$ cat src/rtl/perceptron_trainer.sv
// Perceptron branch-predictor trainer.
// Takes each resolved conditional branch from EX and shifts its outcome into
// the committed global history. When the prediction was wrong, or the
// perceptron output magnitude was at or below THETA, it walks the bias and
// history weights of the row used at prediction time. It reads each weight,
// adds or subtracts one, saturates the result and writes it back, one weight
// per cycle.
module perceptron_trainer #(
  parameter int H       = 10,
  parameter int W_WIDTH = 8,
  parameter int THETA   = 33
) (
  input  logic                      clk,
  input  logic                      rst,
  input  logic                      train_valid,
  output logic                      train_ready,
  input  logic [9:0]                train_idx,
  input  logic [H-1:0]              train_ghr,
  input  logic signed [W_WIDTH+3:0] train_y,
  input  logic                      train_taken,
  output logic [9:0]                w_rd_idx,
  output logic [3:0]                w_rd_sel,
  input  logic signed [W_WIDTH-1:0] w_rd_data,
  output logic                      w_wr_en,
  output logic [9:0]                w_wr_idx,
  output logic [3:0]                w_wr_sel,
  output logic signed [W_WIDTH-1:0] w_wr_data,
  output logic [H-1:0]              ghr,
  output logic [15:0]               train_cnt
);

  localparam int YW = W_WIDTH + 4;

  // The magnitude is one bit wider than y so that |most-negative| fits.
  localparam logic [YW:0] THETA_V = (YW+1)'(THETA);
  localparam logic [3:0]  K_LAST  = 4'(H);

  // Symmetric saturation bounds. The most negative code is never produced.
  localparam logic signed [W_WIDTH:0] SAT_MAX  = (W_WIDTH+1)'((2 ** (W_WIDTH - 1)) - 1);
  localparam logic signed [W_WIDTH:0] SAT_MIN  = -SAT_MAX;
  localparam logic signed [W_WIDTH:0] STEP_POS = (W_WIDTH+1)'(1);
  localparam logic signed [W_WIDTH:0] STEP_NEG = -STEP_POS;

  typedef enum logic {
    IDLE   = 1'b0,
    UPDATE = 1'b1
  } state_t;

  state_t       state_reg;
  logic [3:0]   k_reg;
  logic [9:0]   idx_reg;
  logic [H-1:0] ghr_cap_reg;
  logic         taken_reg;
  logic [H-1:0] ghr_reg;
  logic [15:0]  cnt_reg;

  logic signed [YW:0]      y_ext;
  logic [YW:0]             mag;
  logic                    pred;
  logic                    need_train;
  logic [H:0]              x_vec;
  logic                    x_pos;
  logic signed [W_WIDTH:0] step;
  logic signed [W_WIDTH:0] sum_ext;

  // Decide whether the incoming branch needs its row trained.
  always_comb begin
    y_ext      = {train_y[YW-1], train_y};
    mag        = y_ext[YW] ? $unsigned(-y_ext) : $unsigned(y_ext);
    pred       = ~train_y[YW-1];
    need_train = (pred != train_taken) || (mag <= THETA_V);
  end

  // Produce the weight update for index k.
  // x_vec[0] is the constant bias input and x_vec[k] is history bit k-1.
  // The weight steps up when the input agrees with the outcome, and steps
  // down otherwise.
  always_comb begin
    x_vec   = {ghr_cap_reg, 1'b1};
    x_pos   = x_vec[k_reg];
    step    = (x_pos == taken_reg) ? STEP_POS : STEP_NEG;
    sum_ext = $signed({w_rd_data[W_WIDTH-1], w_rd_data}) + step;
    if (sum_ext > SAT_MAX) begin
      w_wr_data = SAT_MAX[W_WIDTH-1:0];
    end else if (sum_ext < SAT_MIN) begin
      w_wr_data = SAT_MIN[W_WIDTH-1:0];
    end else begin
      w_wr_data = sum_ext[W_WIDTH-1:0];
    end
  end

  // The table port and the status outputs come straight from the state registers.
  always_comb begin
    train_ready = (state_reg == IDLE);
    w_wr_en     = (state_reg == UPDATE);
    w_rd_idx    = idx_reg;
    w_rd_sel    = k_reg;
    w_wr_idx    = idx_reg;
    w_wr_sel    = k_reg;
    ghr         = ghr_reg;
    train_cnt   = cnt_reg;
  end

  // Control FSM.
  // IDLE accepts a branch and shifts its outcome into the history.
  // UPDATE steps through weights 0..H and then returns to IDLE.
  always_ff @(posedge clk or negedge rst) begin
    if (!rst) begin
      state_reg   <= IDLE;
      k_reg       <= '0;
      idx_reg     <= '0;
      ghr_cap_reg <= '0;
      taken_reg   <= 1'b0;
      ghr_reg     <= '0;
      cnt_reg     <= '0;
    end else begin
      case (state_reg)
        IDLE: begin
          if (train_valid) begin
            idx_reg     <= train_idx;
            ghr_cap_reg <= train_ghr;
            taken_reg   <= train_taken;
            ghr_reg     <= {ghr_reg[H-2:0], train_taken};
            k_reg       <= '0;
            if (need_train) begin
              state_reg <= UPDATE;
            end
          end
        end
        UPDATE: begin
          if (k_reg == K_LAST) begin
            state_reg <= IDLE;
            k_reg     <= '0;
            cnt_reg   <= cnt_reg + 16'd1;
          end else begin
            k_reg <= k_reg + 4'd1;
          end
        end
        default: begin
          state_reg <= IDLE;
        end
      endcase
    end
  end

endmodule

$ cat config.mk
export PLATFORM = sky130hd
export DESIGN_NAME = perceptron_trainer
export DESIGN_NICKNAME = d
export VERILOG_FILES = /design/src/rtl/perceptron_trainer.sv
export SDC_FILE = /design/constraint.sdc
export NUM_CORES = 1
export LEC_CHECK = 0
export ABC_CLOCK_PERIOD_IN_PS = 4400
export BUFFER_PORTS_ARGS = -buffer_cell sky130_fd_sc_hd__buf_2
export CORE_MARGIN = 2
export CORE_UTILIZATION = 50
export DETAILED_ROUTE_END_ITERATION = 12
export PLACE_DENSITY = 0.8
export SYNTH_ARGS = -nofsm -noshare
export SYNTH_HDL_FRONTEND = slang
export SYNTH_SLANG_ARGS = --single-unit
$ cat constraint.sdc
create_clock -name clk -period 4.4 [get_ports clk]
set_input_delay 0.22 -clock clk [delete_from_list [all_inputs] [get_ports clk]]
set_output_delay 0.22 -clock clk [all_outputs]
set_load 0.02 [all_outputs]
# Word-level counts from Yosys, hierarchy flattened
# Index checks and enable logic that the tools add are counted.
dict set report word_totals {
  out_inout_bits 64
  elab_cells 37
  inputBits 44
  ff_bits 52
}
dict set report op_classes {
  mux 13
  bitwise_logic 2
  magnitude_cmp 4
  reduce_logical 3
  n_addsub 4
  n_eq_ne 4
}
# operator count
set op_table {}
lappend op_table {{$add 16x1->16 const B} 1}
lappend op_table {{$mux 8} 2}
lappend op_table {{$le 13x6->1 const B} 1}
lappend op_table {{$mux 13} 1}
lappend op_table {{$neg 12->13} 1}
lappend op_table {{$add 8x9->9} 1}
lappend op_table {{$gt 9x8->1 const B} 1}
lappend op_table {{$lt 9x8->1 const B} 1}
lappend op_table {{$mux 9} 1}
lappend op_table {{$mux 4} 2}
lappend op_table {{$pmux 4 s2} 1}
lappend op_table {{$lt 4x5->1 const B} 1}
lappend op_table {{$add 4x1->4 const B} 1}
lappend op_table {{$bmux 1 s4} 1}
lappend op_table {{$eq 4x4->1 const B} 1}
lappend op_table {{$mux 1} 4}
lappend op_table {{$reduce_and 2->1} 2}
lappend op_table {{$ne 2x2->1 const B} 1}
lappend op_table {{$not 1->1} 2}
lappend op_table {{$pmux 1 s2} 1}
lappend op_table {{$eq 1x1->1} 1}
lappend op_table {{$logic_or 1x1->1} 1}
lappend op_table {{$ne 1x1->1} 1}

# Logic depth before layout (Yosys ltp)
# Gate-level depths: netlist (run 1).
dict set report depth {
  word_depth 8
  ltp_mapped 14
}

# Worst setup path before layout (run 1)
# Ideal clock, no wire load.
dict set report synth_path {
  path_type {register -> output}
  start {register k_reg[0] (netlist: w_rd_sel[0])}
  end {output port w_wr_data[1]}
  t_arrival_ns 3.724
  path_stages_with_launch 13
  slack_ns 0.456
  n_path_buf 1
  cell_sequence {dfrtp_1 -> buf_2 -> mux4_2 -> a21oi_1 -> o22ai_1 -> xor2_1 -> ha_1 -> or2_2 -> a21oi_1 -> a21oi_1 -> xor2_1 -> nor2_1 -> o21ai_0}
}
dict set report synth_between {
  elab_chain_len 8
  word_cells_on_any_way 9
  cone_classes {1 x add/sub; 2 x order compare; 1 x eq/ne; 5 x mux}
}
# element line_no
set synth_rtl {}
lappend synth_rtl {{from (decl)} 50} ;# logic [3:0] k_reg;
lappend synth_rtl {{from (signal assigned)} 136} ;# k_reg <= k_reg + 4'd1;
lappend synth_rtl {{$bmux 1 s4 (*)} 80} ;# x_pos = x_vec[k_reg];
lappend synth_rtl {{$mux 1 (implied by the code) (*)} 80}
lappend synth_rtl {{$eq 1x1->1 (*)} 81} ;# step = (x_pos == taken_reg) ? STEP_POS : STEP_NEG;
lappend synth_rtl {{$mux 9 (*)} 81}
lappend synth_rtl {{$add 8x9->9 (*)} 82} ;# sum_ext = $signed({w_rd_data[W_WIDTH-1], w_rd_data}) + step;
lappend synth_rtl {{$lt 9x8->1} 85} ;# end else if (sum_ext < SAT_MIN) begin
lappend synth_rtl {{$mux 8} 85}
lappend synth_rtl {{$mux 8 (*)} 83} ;# if (sum_ext > SAT_MAX) begin
lappend synth_rtl {{to (decl)} 27} ;# output logic signed [W_WIDTH-1:0] w_wr_data,
# Mark *: on every way between the ends. The rest lies on a longest branch, timed or not. The select of a mux whose other input is x is not followed.

# Worst setup path after layout (run 1)
dict set report layout_path {
  start {register k_reg[0] (netlist: w_rd_sel[0])}
  end {output port w_wr_data[0]}
}
# The elaborated chain is that of the path after synthesis.

==> out/qor.txt, run 1 <==
Run status - completed
Hold WC Path Type - input port to asynchronous set/reset pin
Clock slew at reported path FFs - 100 ps
Vias in the first global route - 2254
Setup TNS - 0 ps
H-tree Lvls - 2
Die height - 81.5 um
Bufs on Longest Clock Path - 2
Routed wire per std cell - 13.6 um
Syn nets - 332
Mean post-synth cell area - 11.0 um^2
Die width - 81.5 um
Ys flop type - dfrtp_1
Largest area contributor in the netlist - dfrtp_1
Sequential area share after synthesis - 42.5%
First-pass GRT wire length - 9850 um
Initial Utilization - 51.3%
Area contributors post-synth - dfrtp_1, mux2_2, ha_1
CP required - 4180 ps
Final min period - 4110 ps
Post-Syn Area - 3000 um^2
Mux contribution to synthesized area - 14.1%
CTS buffer count - 5
DR pass1 iterations - 4
Detail Route Antenna Nets - 0
Post-synthesis adder-cell area fraction - 7.75%
PortBufs - 107
Max Cap Viol - 0
Critical Path Source Type - flip-flop
Largest net degree at the start of global routing - 52
Initial antenna violation count - 0
Number of synthesized flops with an enable pin - 0
Congestion Overflow GR - 0
Slew HR - 41.8%
Die footprint - 6640 um^2
Number of synthesis warnings - 0
CP arrival - 3890 ps
Site Rows - 28
CTS tree - done
Largest family of logic cells by synthesized area - multiplexers
Final Max Tran Viols - 0
DR vias/cell - 5.30
Synthesized flop and latch total - 51
Final setup viols - 0
Highest net fanout along the worst path - 11
Total global-route track usage - 18.8%
Final HPWL DP - 4650 um
Unrepaired setup endpoints after global routing - false
Worst slew pin tran - 871 ps
F_max - 243 MHz
Synth Area in XOR/XNOR - 7.58%
Fin cells - 443
Final Hold Fails - 0
Ant. Diodes - 0
Final period util - 93.5%
Synth top area share - 42.5%
GP Congestion - 0.856
Via count - 2347
Post-synthesis compound-gate area fraction - 9.75%
Post-CTS Setup Inserts - 0
Ys async rst share - 100%
Unique cell type count in the Yosys netlist - 55
CTS root buf - clkbuf_8
Fraction of layout cells with a size suffix above 1 - 43.5%
DRT iter0 DRCs - 63
Syn Inst Count - 274
Core area - 5850 um^2
Area growth from synthesis to layout - 20.6%
Placed cells - 435
# clock sinks - 51
Worst skew pair latency - 300 ps
Final net count - 425
Worst Skew - 5.88 ps
Drt total wl - 6010 um
Max reg flops - 16
# hold bufs at CTS - 0
Post-synthesis simple-gate area fraction - 11.8%
Critical path class - flip-flop to output port
Setup crit end kind - output port
DRC viols - 0
I/O pin cnt - 108
[what timing repair did]
item                                    CTS  global route
endpoints found under the setup margin    0             1
endpoints found under the hold margin     0             0
resized for setup                         0             1
[synthesized netlist by cell type, types with 2 or more instances]
master	instances
o21ai_0	13
nor2b_1	3
nand2b_1	3
a311oi_1	2
maj3_1	5
inv_1	10
a21o_1	2
mux2_2	33
mux2i_1	3
buf_4	16
ha_1	13
buf_1	2
xor2_1	8
nand2_1	15
o31ai_1	2
o2111ai_1	2
a21oi_1	7
nand4_1	4
xnor2_1	18
and3_1	6
buf_2	2
clkbuf_1	2
o311a_1	2
dfrtp_1	51
nor3_1	4
nor2_1	12
nand3_1	6
[metrics by stage]
stage	utilization [%]	setup slack, ps	hold WS (ps)	instance area [um^2]
floorplan	-	456	-75.6	3000
global placement	59.8	700	364	3500
detailed placement	59.8	569	367	3500
global route	61.9	64.4	72.2	3620
finish	61.9	286	5.96	3620
CTS	61.8	223	31.8	3610
[cell type report]
type,instances,area [um^2]
tap,75,93.8
clock inverter,3,47.5
timing repair buffer,109,551
sequential,51,1280
inverter,10,37.5
fill,494,2230
clock buffer,5,68.8
multi-input combinational,190,1550
[metal layers]
layer / routed length (um) / up-vias / global-route usage [%]
met5: 0 / - / 0
met1: 2670 / 1118 / 24.1
met4: 77 / 0 / 4.92
met2: 2850 / 76 / 31.7
li1: - / 1147 / -
met3: 408 / 6 / 4.62
[logic make-up (layout without fill, tap and decap cells)]
| kind of cell | Yosys count | after routing |
|---|---|---|
| simple gates | 65 | 65 |
| buf+inv | 33 | 127 |
| mux | 37 | 37 |
| compound gates | 43 | 43 |
| xor+xnor | 26 | 26 |
| fa+ha+maj | 19 | 19 |
| flops | 51 | 51 |
[placed cells by master, fill, tap and decap left out, drive strengths merged, types with 4 or more instances in the layout]
| cell | n |
|---|---|
| inv | 11 |
| nor2 | 12 |
| clkbuf | 5 |
| dfrtp | 51 |
| xnor2 | 18 |
| nand2 | 15 |
| xor2 | 8 |
| mux2 | 33 |
| nand4 | 4 |
| and3 | 6 |
| ha | 13 |
| a21oi | 8 |
| nand3 | 6 |
| o21ai | 14 |
| nor3 | 5 |
| maj3 | 5 |
| buf | 109 |
[worst max-delay path: stages (launching register included)]
cell       delay (ps)
dfrtp_1           560
mux4_2            550
a21oi_1           170
o22ai_1           140
xor2_1            170
buf_4             180
ha_1              350
and3b_1           230
o2111ai_1         160
a41oi_2           420
inv_1             140
a311oi_1          270
o21ai_1            80
buf_2             160
[path summary, 6_finish.rpt]
kind | cells past startpoint | startpoint | slack (ps) | end
min reg2reg | 1 | train_cnt[15]$_DFFE_PN0P_ | 490 | train_cnt[15]$_DFFE_PN0P_
min in group clk | 2 | train_idx[2] | 140 | w_rd_idx[2]$_DFFE_PN0P_
min | 2 | rst | 6 | train_cnt[13]$_DFFE_PN0P_
max in group asynchronous | 2 | rst | 3960 | w_rd_sel[0]$_DFFE_PN0P_
max | 13 | w_rd_sel[0]$_DFFE_PN0P_ | 290 | w_wr_data[0]
max reg2reg | 8 | w_rd_sel[0]$_DFFE_PN0P_ | 2160 | train_cnt[15]$_DFFE_PN0P_
Power of run 1 is left out: the tool's default activity adds up to more than one toggle a clock period on the data nets, which glitch-free logic cannot reach.
==> inputs of run 2 (changes only) <==
Settings changed: PLACE_DENSITY 0.8 to default, PLACE_DENSITY_LB_ADDON from default to 0.1.
==> out/qor.txt, run 2 (same netlist as run 1, synthesis figures left out) <==
Critical Path Source Type - flip-flop
Routed wire per std cell - 13.3 um (-1.9%)
Fraction of layout cells with a size suffix above 1 - 43.4% (-0.12 points)
Run status - completed
Commonest non-fill, non-tap cell in the layout - buf_2
F_max - 250 MHz (+2.7%)
DRT iter0 DRCs - 68 (+7.9%)
Slowest CP cell - dfrtp_1
PortBufs - 107 (unchanged)
Via count - 2314 (-1.4%)
H-tree Lvls - 2 (unchanged)
Highest net fanout along the worst path - 11 (unchanged)
Area growth from synthesis to layout - 20.0%
Max reg flops - 16 (unchanged)
Post-CTS Setup Inserts - 0 (unchanged)
# hold bufs at CTS - 0 (unchanged)
Site Rows - 28 (unchanged)
CTS resizes - 0 (unchanged)
Placed cells - 436 (+0.23%)
Worst slew pin tran - 881 ps (+10.2 ps)
Initial Utilization - 51.3% (unchanged)
Setup TNS - 0 ps (unchanged)
Congestion Overflow GR - 0 (unchanged)
Critical path class - flip-flop to output port
Max Cap Viol - 0 (unchanged)
Place WS - 708 ps (+139 ps)
DR pass1 iterations - 4 (unchanged)
Core area - 5850 um^2 (unchanged)
Final setup viols - 0 (unchanged)
Setup crit end kind - output port
Largest net degree at the start of global routing - 52 (unchanged)
Final period util - 91.0% (-2.5 points)
Final Hold Fails - 0 (unchanged)
CP Buf/Inv Count - 2 (-1)
Hold WC Path Type - input port to asynchronous set/reset pin
Fin cells - 444 (+0.23%)
Final core utilization - 61.6% (-0.34 points)
Die footprint - 6640 um^2 (unchanged)
CP arrival - 3780 ps (-110 ps)
Ant. Diodes - 0 (unchanged)
Worst Skew - 11.3 ps (+5.46 ps)
Worst skew pair latency - 300 ps (about the same)
Initial antenna violation count - 0 (unchanged)
Detail Route Antenna Nets - 0 (unchanged)
Clock slew at reported path FFs - 100 ps (about the same)
Final min period - 4000 ps (-109 ps)
Total global-route track usage - 18.4% (-0.37 points)
Final HPWL DP - 4530 um (-2.6%)
# clock sinks - 51 (unchanged)
GP Congestion - 0.860 (+0.49%)
DRC viols - 0 (unchanged)
Die width - 81.5 um (unchanged)
CTS buffer count - 5 (unchanged)
Vias in the first global route - 2190 (-2.8%)
Max stage delay on crit path - 550 ps (about the same)
CP required - 4180 ps (about the same)
Drt total wl - 5910 um (-1.7%)
Commonest non-fill, non-tap cells in the layout - buf_2, dfrtp_1, mux2_2, xnor2_1, nand2_1
Final WS setup - 396 ps (+109 ps)
DR vias/cell - 5.21 (-1.6%)
CTS root buf - clkbuf_8
Slew HR - 41.1% (-0.68 points)
Crit path max-delay family - compound AO/OA/AOI/OAI gates
Bufs on Longest Clock Path - 2 (unchanged)
Final net count - 426 (+0.24%)
I/O pin cnt - 108 (unchanged)
CP cell instances - mux4_2 > a21oi_1 > o22ai_1 > xor2_1 > buf_4 > ha_1 > a21o_1 > a21oi_2 > xnor2_1 > or3_1 > o311a_1 > o21ai_1 > buf_2
CTS tree - done
First-pass GRT wire length - 9620 um (-2.3%)
Unrepaired setup endpoints after global routing - false
FILL cells - 510 (+3.2%)
Die height - 81.5 um (unchanged)
Final Max Tran Viols - 0 (unchanged)
run 2: changes by cell type in the layout (fill, tap and decap cells not counted):
cell | previous run | this run
bufinv_16 | 1 | 0
xor2_2 | 1 | 0
inv_6 | 1 | 0
clkinvlp_4 | 0 | 1
xor2_1 | 7 | 8
buf_4 | 2 | 3
inv_8 | 0 | 1
run 2: layer usage:
metal / vias up / routed length (um) / global-route usage, %
met5: - / 0 / 0
met4: 0 / 99 / 4.92
met2: 75 / 2690 / 30.7
met1: 1078 / 2730 / 23.9
met3: 9 / 388 / 4.62
li1: 1152 / - / -
run 2: final timing paths:
path | from | to | slack [ps] | cells past startpoint
setup / recovery | w_rd_sel[0]$_DFFE_PN0P_ | w_wr_data[0] | 400 | 13
hold / removal | rst | train_cnt[13]$_DFFE_PN0P_ | 7 | 2
setup reg to reg | w_rd_sel[0]$_DFFE_PN0P_ | train_cnt[14]$_DFFE_PN0P_ | 2230 | 8
hold reg to reg | train_cnt[15]$_DFFE_PN0P_ | train_cnt[15]$_DFFE_PN0P_ | 470 | 1
max in group asynchronous | rst | ghr_cap_reg[1]$_DFFE_PN0P_ | 3960 | 2
min in group clk | train_idx[9] | w_rd_idx[9]$_DFFE_PN0P_ | 140 | 2
run 2: layout make-up:
cell class	count	area (um^2)	area share [%]
timing repair buffer	110	558	15.5
tap	75	93.8	2.61
clock inverter	3	27.5	0.764
inverter	10	37.5	1.04
clock buffer	5	68.8	1.91
sequential	51	1280	35.4
multi-input combinational	190	1540	42.8
run 2: stage by stage:
stage / cell area, um^2 / hold WS (ps)
after floorplan: 3000 / -75.6
after global placement: 3510 / 379
after detailed placement: 3510 / 380
after CTS: 3600 / 37.3
after global routing: 3600 / 71.0
final: 3600 / 7.21
Power of run 2 is left out for the same reason.
==> inputs of run 3 (changes only) <==
==> constraint.sdc (replaced) <==
create_clock -name clk -period 4.4 [get_ports clk]
set_input_delay 0.22 -clock clk [delete_from_list [all_inputs] [get_ports clk]]
set_output_delay 0.22 -clock clk [all_outputs]
set_load 0.005 [all_outputs]
==> out/qor.txt, run 3 (same netlist as run 1, synthesis figures left out) <==
Run status - completed
CP required - 4180 ps (about the same)
Slowest CP cell - dfrtp_1
CTS root buf - clkbuf_8
Max stage delay on crit path - 550 ps (about the same)
Area growth from synthesis to layout - 20.0% (about the same)
Multi-input combinational cell area - 1540 um^2 (unchanged)
Slew HR - 38.8% (-2.3 points)
Final Max Tran Viols - 0 (unchanged)
CP arrival - 3750 ps (-30 ps)
DRT iter0 DRCs - 60 (-12%)
DR pass1 iterations - 4 (unchanged)
Worst slew pin tran - 916 ps (+34.8 ps)
Total global-route track usage - 18.9% (+0.51 points)
Max Cap Viol - 0 (unchanged)
Worst skew pair latency - 310 ps (about the same)
DR vias/cell - 5.22 (about the same)
CP cell instances - mux4_2 > a21oi_1 > o22ai_1 > xor2_1 > buf_4 > ha_1 > and3b_1 > o2111ai_1 > a41oi_2 > inv_1 > a311oi_1 > o21ai_1 > buf_2
FILL cells - 513 (+0.59%)
CTS tree - done
Clock Power Share - 8.6%
Storage element area - 1280 um^2 (unchanged)
Bufs on Longest Clock Path - 2 (unchanged)
DRC viols - 0 (unchanged)
Cell-internal power - 1.90 mW
P_sw - 1.41 mW
Place WS - 769 ps (+61.4 ps)
CTS buffer count - 5 (unchanged)
# clock sinks - 51 (unchanged)
Commonest non-fill, non-tap cell in the layout - buf_2
CTS resizes - 0 (unchanged)
F_max - 252 MHz (+0.81%)
CP Buf/Inv Count - 3 (+1)
Fraction of power consumed by sequential logic - 23.6%
PortBufs - 107 (unchanged)
Final Hold Fails - 0 (unchanged)
Final period util - 90.3% (-0.73 points)
Final min period - 3970 ps (-32.2 ps)
Die height - 81.5 um (unchanged)
Site Rows - 28 (unchanged)
Max VDD drop - 1.64 mV
Initial Utilization - 51.3% (unchanged)
Setup TNS - 0 ps (unchanged)
Worst Skew - 10.0 ps (-1.33 ps)
Highest net fanout along the worst path - 11 (unchanged)
Die footprint - 6640 um^2 (unchanged)
Congestion Overflow GR - 0 (unchanged)
Detail Route Antenna Nets - 0 (unchanged)
Final HPWL DP - 4480 um (-1.1%)
Final setup viols - 0 (unchanged)
Max reg flops - 16 (unchanged)
I/O pin cnt - 108 (unchanged)
H-tree Lvls - 2 (unchanged)
Final WS setup - 428 ps (+32.2 ps)
Largest net degree at the start of global routing - 52 (unchanged)
Commonest non-fill, non-tap cells in the layout - buf_2, dfrtp_1, mux2_2, xnor2_1, nand2_1
Hold WC Path Type - input port to asynchronous set/reset pin
Die width - 81.5 um (unchanged)
Final net count - 426 (unchanged)
Sw Ratio - 42.6%
Post-CTS Setup Inserts - 0 (unchanged)
GP Congestion - 0.863 (+0.30%)
Initial antenna violation count - 0 (unchanged)
Core area - 5850 um^2 (unchanged)
First-pass GRT wire length - 9800 um (+1.9%)
Final core utilization - 61.6% (about the same)
P per Cell Area - 917 nW/um^2
Combinational share of power - 67.9%
Critical Path Source Type - flip-flop
Placed cells - 436 (unchanged)
Critical path class - flip-flop to output port
Clock slew at reported path FFs - 100 ps (about the same)
Crit path max-delay family - compound AO/OA/AOI/OAI gates
Drt total wl - 5890 um (-0.41%)
Routed wire per std cell - 13.3 um (-0.41%)
Fraction of layout cells with a size suffix above 1 - 43.4% (unchanged)
# hold bufs at CTS - 0 (unchanged)
Setup crit end kind - output port
Unrepaired setup endpoints after global routing - false
Vias in the first global route - 2161 (-1.3%)
Ant. Diodes - 0 (unchanged)
Via count - 2316 (+0.086%)
Fin cells - 444 (unchanged)
Total power - 3.31 mW
P_leak - 1.78 nW
-- run 3: worst register-to-register path, cell delays in order, from the launching register on --
cell	delay [ps]
dfrtp_1	510
inv_1	130
ha_1	190
and4b_1	330
and3_1	200
and3_1	210
and4_4	250
nand3_1	90
xnor2_1	140
-- run 3: routing by layer --
layer | routed length [um] | vias up | track usage, % | part of all wire [%]
li1 | - | 1153 | - | -
met1 | 2690 | 1081 | 24.6 | 46
met2 | 2700 | 73 | 30.8 | 46
met3 | 403 | 9 | 4.95 | 6.8
met4 | 95 | 0 | 6.10 | 1.6
met5 | 0 | - | 0 | 0
-- run 3: per-stage QoR --
stage	area, um^2	hold WS [ps]
detailed placement	3510	379
global route	3600	74.5
floorplan	3000	-75.6
finish	3600	10.9
CTS	3600	31.9
global placement	3510	375
-- run 3: layout make-up --
type	instances	area share, %
inverters	10	1.04
well taps	75	2.60
repair buffers	110	15.5
clock buffers	5	1.91
flip-flops and latches	51	35.4
multi-input cells	190	42.7
clock inverters	3	0.799
-- run 3: final timing paths --
check,end,slack (ps),start,cells after the start
worst max-delay path,w_wr_data[0],430,w_rd_sel[0]$_DFFE_PN0P_,13
worst min-delay path,train_cnt[15]$_DFFE_PN0P_,10,rst,2
worst max register to register,train_cnt[12]$_DFFE_PN0P_,2240,w_rd_sel[0]$_DFFE_PN0P_,8
worst min register to register,train_cnt[15]$_DFFE_PN0P_,490,train_cnt[15]$_DFFE_PN0P_,1
max in group asynchronous,ghr_cap_reg[1]$_DFFE_PN0P_,3960,rst,2
min in group clk,w_rd_idx[8]$_DFFE_PN0P_,140,train_idx[8],2
-- run 3: power groups by stage --
stage | Clock [mW] | Sequential (mW) | Combinational (mW)
6_report | 0.283 | 0.780 | 2.24
3_5_place_dp | 0 | 0.791 | 2.24
4_1_cts | 0.296 | 0.783 | 2.25
2_1_floorplan | 0 | 0.756 | 1.58
5_1_grt | 0.318 | 0.810 | 2.54
3_3_place_gp | 0 | 0.782 | 2.21
Power figures use the tool's default switching activity.
